===== src/rtl/mul_accum_sequencer.sv =====
// Sequential shift-and-add multiplier with optional accumulate (MLA).
// Early termination: RUN ends once the remaining multiplier bits are all zero.
module mul_accum_sequencer #(
  parameter int unsigned WORD = 32
) (
  input  logic            clk_i,
  input  logic            reset_i,
  input  logic            start_i,
  input  logic            accumulate_i,
  input  logic            set_flags_i,
  input  logic            clear_i,
  input  logic [WORD-1:0] operand_a_i,
  input  logic [WORD-1:0] operand_b_i,
  output logic            busy_o,
  output logic            done_o,
  output logic [WORD-1:0] accumulator_o,
  output logic            update_flag_o,
  output logic [1:0]      nz_o
);

  typedef enum logic [1:0] {
    IDLE = 2'd0,
    RUN  = 2'd1,
    DONE = 2'd2
  } state_t;

  state_t          state_q, state_d;
  logic [WORD-1:0] a_q, a_d;
  logic [WORD-1:0] b_q, b_d;
  logic [WORD-1:0] partial_q, partial_d;
  logic [WORD-1:0] acc_q, acc_d;
  logic            flag_q, flag_d;

  always_ff @(posedge clk_i or posedge reset_i) begin
    if (reset_i) begin
      state_q   <= IDLE;
      a_q       <= '0;
      b_q       <= '0;
      partial_q <= '0;
      acc_q     <= '0;
      flag_q    <= 1'b0;
    end else begin
      state_q   <= state_d;
      a_q       <= a_d;
      b_q       <= b_d;
      partial_q <= partial_d;
      acc_q     <= acc_d;
      flag_q    <= flag_d;
    end
  end

  always_comb begin
    state_d   = state_q;
    a_d       = a_q;
    b_d       = b_q;
    partial_d = partial_q;
    acc_d     = acc_q;
    flag_d    = flag_q;
    unique case (state_q)
      IDLE: begin
        if (start_i) begin
          a_d       = operand_a_i;
          b_d       = operand_b_i;
          flag_d    = set_flags_i;
          // clear_i alongside start only zeroes the base; the accumulator itself holds until completion
          partial_d = (accumulate_i && !clear_i) ? acc_q : '0;
          state_d   = RUN;
        end else if (clear_i) begin
          acc_d = '0;
        end
      end
      RUN: begin
        if (b_q != '0) begin
          if (b_q[0]) partial_d = partial_q + a_q;
          a_d = a_q << 1;
          b_d = b_q >> 1;
        end else begin
          acc_d   = partial_q;
          state_d = DONE;
        end
      end
      DONE: state_d = IDLE;
      default: state_d = IDLE;
    endcase
  end

  assign busy_o        = (state_q != IDLE);
  assign done_o        = (state_q == DONE);
  assign update_flag_o = (state_q == DONE) && flag_q;
  assign accumulator_o = acc_q;
  assign nz_o          = {acc_q[WORD-1], (acc_q == '0)};

endmodule


===== config.mk =====
export PLATFORM = sky130hd
export DESIGN_NAME = mul_accum_sequencer
export DESIGN_NICKNAME = d
export VERILOG_FILES = /design/src/rtl/mul_accum_sequencer.sv
export SDC_FILE = /design/constraint.sdc
export NUM_CORES = 1
export LEC_CHECK = 0
export ABC_AREA = 1
export CORE_ASPECT_RATIO = 1.75
export CORE_UTILIZATION = 55
export CTS_BUF_LIST = sky130_fd_sc_hd__clkbuf_4 sky130_fd_sc_hd__clkbuf_8 sky130_fd_sc_hd__clkbuf_16
export DETAILED_ROUTE_END_ITERATION = 6
export PLACE_DENSITY = 0.86
export SLEW_MARGIN = 20
export SYNTH_ARGS = -nofsm -noshare
export SYNTH_HDL_FRONTEND = slang
export SYNTH_SLANG_ARGS = --single-unit

===== constraint.sdc =====
create_clock -name clk_i -period 8.85 [get_ports clk_i]
set_clock_uncertainty 0.15 [all_clocks]
set_input_delay 1.77 -clock clk_i [delete_from_list [all_inputs] [get_ports clk_i]]
set_output_delay 1.77 -clock clk_i [all_outputs]
set_load 0.02 [all_outputs]

==> results.ini <==
[run_status]
status=finished clean

[final_layout]
final_area_um2=10300
area_growth_pct=19.6
fin_nets=1508
insertedDiodeCount=0
drive_gt1_share_pct=4.58

[pwr]
power.leakage_nw=5.59
powerDensity_nw_per_um2=415
peakVddDrop_mv=0.292

[routing]
drcViolationCount=0
drt_iter0_drc=509
drt_first_pass_iters=6
wl_per_cell_um=15.3
routed_wl_um=24600
ant_nets=0
viasPerCell=5.42
vias=8695

[synthesis]
synth-seq-cells=131
yosysSeqAreaShare_pct=38.0
synthCells=1325
syn_nets=1427
synth_warnings=0
netlist_area_um2=8620
synth_area_per_cell_um2=6.51
post_synth_num_cell_types=32

[sta]
finalHoldViolations=0
relSlewSlack_pct=32.6
fmax_ghz=0.231
min_period_over_period_pct=49.0
timing.setup.tns_ns=0
final.min_clock_period_ns=4.34
drv_slew=0
finalSetupViolCount=0
rsz0062_at_grt=false
tightest_slew_ns=1.01

[clock_tree]
cts_resized=0
cts-root-buf=clkbuf_16
insertion_delay_ns=0.43
cts-buffers-inserted=17
cts_setup_buffers=0
cts_buffer_depth=2
cts_sinks=131
cts_tree=done
htreeDepth=4
clk_pin_slew_ns=0.06
ctsHoldBuffers=0

[setup_path]
crit_type=reg -> out
startpoint_type=flop
rrSetupSlack_ns=5.82
required_ns=6.93
cpPeakStageDelay_ns=0.62
crit_fanout=4
slowest_stage=clkdlybuf4s50_1
path_cells=nor4_1 > nand4_1 > nor2_1 > clkdlybuf4s50_1
crit_arrival_ns=2.42
critPathCaptureType=primary output

[placement]
portBuffers=106
place_hpwl_um=18000
gp_congestion=0.976
place_area_um2=9730

[floorplanning]
rows=60
initial_core_util_pct=56.3
fp.dieH_um=168
die_w_um=96.6
die_area_um2=16200
ios=107
core_area_um2=15300

[global_route]
grt_pass1_wl_um=41000
antenna_found_initial=0
grt_usage_pct=31.8
first_global_vias=8628
grt_max_degree=101
grt-ovfl-total=0

[hold_path]
hold_path_class=reg -> reg

[run]
max_cap_violations=0

[flip-flops by register name, indices dropped and copies added (netlist names)]
| signal | count |
|---|---|
| flag_q | 1 |
| state_q | 2 |
| accumulator_o | 32 |
| b_q | 32 |
| partial_q | 32 |
| a_q | 32 |
[cell usage after synthesis, drive strengths merged]
library cell	count	area, um^2
nor4	10	62.6
mux2	1	11.3
o21bai	5	37.5
nor2	56	215
a31oi	7	43.8
nand4	10	62.6
a21oi	37	189
ha	31	388
nand2	560	2100
nor3	5	25.0
nand3	70	350
inv	198	743
and3	1	6.26
o211ai	1	7.51
clkbuf	31	116
xnor2	2	17.5
o21ai	141	758
or2	2	12.5
dfrtp	131	3280
buf	20	128
xor2	4	35.0
fa	1	20.0
a21o	1	7.51
[worst max-delay path, delay by kind of cell, from the launching register on]
family                 cells  cell delay, ns
buffers and inverters      1            0.62
and+or+nand+nor            3            0.96
DFF                        1            0.42
[through the flow]
step                setup WS, ns  std cells  util [%]  hold slack [ns]  total power [mW]
CTS                         4.54       1605      67.3            0.357              4.27
global route                4.48       1605      67.3            0.376              4.67
finish                      4.51       1605      67.3            0.360              4.28
global placement            4.66       1573      63.5            0.334              3.49
detailed placement          4.60       1573      63.5            0.341              3.54
floorplan                   3.43       1325         -            0.318              2.83
[worst paths after layout]
kind                            cells after the start                         start                           end
worst min-delay path                                2      partial_q[8]$_DFFE_PP0P_  accumulator_o[8]$_DFFE_PP0P_
worst max-delay path                                4  accumulator_o[3]$_DFFE_PP0P_                       nz_o[0]
worst max register to register                      8           b_q[30]$_DFFE_PP0P_  accumulator_o[4]$_DFFE_PP0P_
max in group asynchronous                           3                       reset_i           a_q[14]$_DFFE_PP0P_
worst min register to register                      2      partial_q[8]$_DFFE_PP0P_  accumulator_o[8]$_DFFE_PP0P_
min in group asynchronous                           2                       reset_i            b_q[4]$_DFFE_PP0P_
[cells in the final DEF (no fill, tap or decap), types with 3 or more instances in the layout]
cell type          n
buf_4              7
inv_8              3
clkdlybuf4s50_1  106
o21ai_0          118
inv_2              3
nand4_1           10
o21bai_1           5
inv_1            193
nor2_1            54
clkbuf_16         17
ha_1              31
nand2_1          559
nand3_1           70
o21ai_1            9
a31oi_1            7
a21oi_1           36
nor3_1             5
nor4_1            10
xor2_1             4
o21ai_2           14
dfrtp_1          131
inv_6              5
[report_power, final]
part           leakage, nW  switching, mW  total, mW  internal, mW
combinational         3.65           1.62       2.45         0.823
sequential            1.66          0.248       1.13         0.883
clock                0.281          0.304      0.703         0.399
[area by class of cell]
type	instances	area (um^2)
clock buffers	18	433
flip-flops and latches	131	3280
repair buffers	113	1110
clock inverters	14	141
well taps	186	233
multi-input cells	945	4360
fillers	1356	5010
inverters	198	748
[per-layer routing]
| layer | global-route usage, % | part of all wire, % | vias to the layer above |
|---|---|---|---|
| li1 | - | - | 4286 |
| met5 | 0 | 0 | - |
| met4 | 25.4 | 8.2 | 0 |
| met3 | 4.22 | 5.5 | 124 |
| met2 | 55.9 | 51 | 332 |
| met1 | 33.8 | 36 | 3953 |
[cell families after synthesis]
group | synth area share, %
and+or+nand+nor | 32.9
AOI/OAI and AO/OA | 12.1
xor gates and xnor gates | 0.610
muxes | 0.131
adders and majority gates | 4.73
buffers and inverters | 11.5
DFF | 38.0
(Power assumes the default switching activity.)
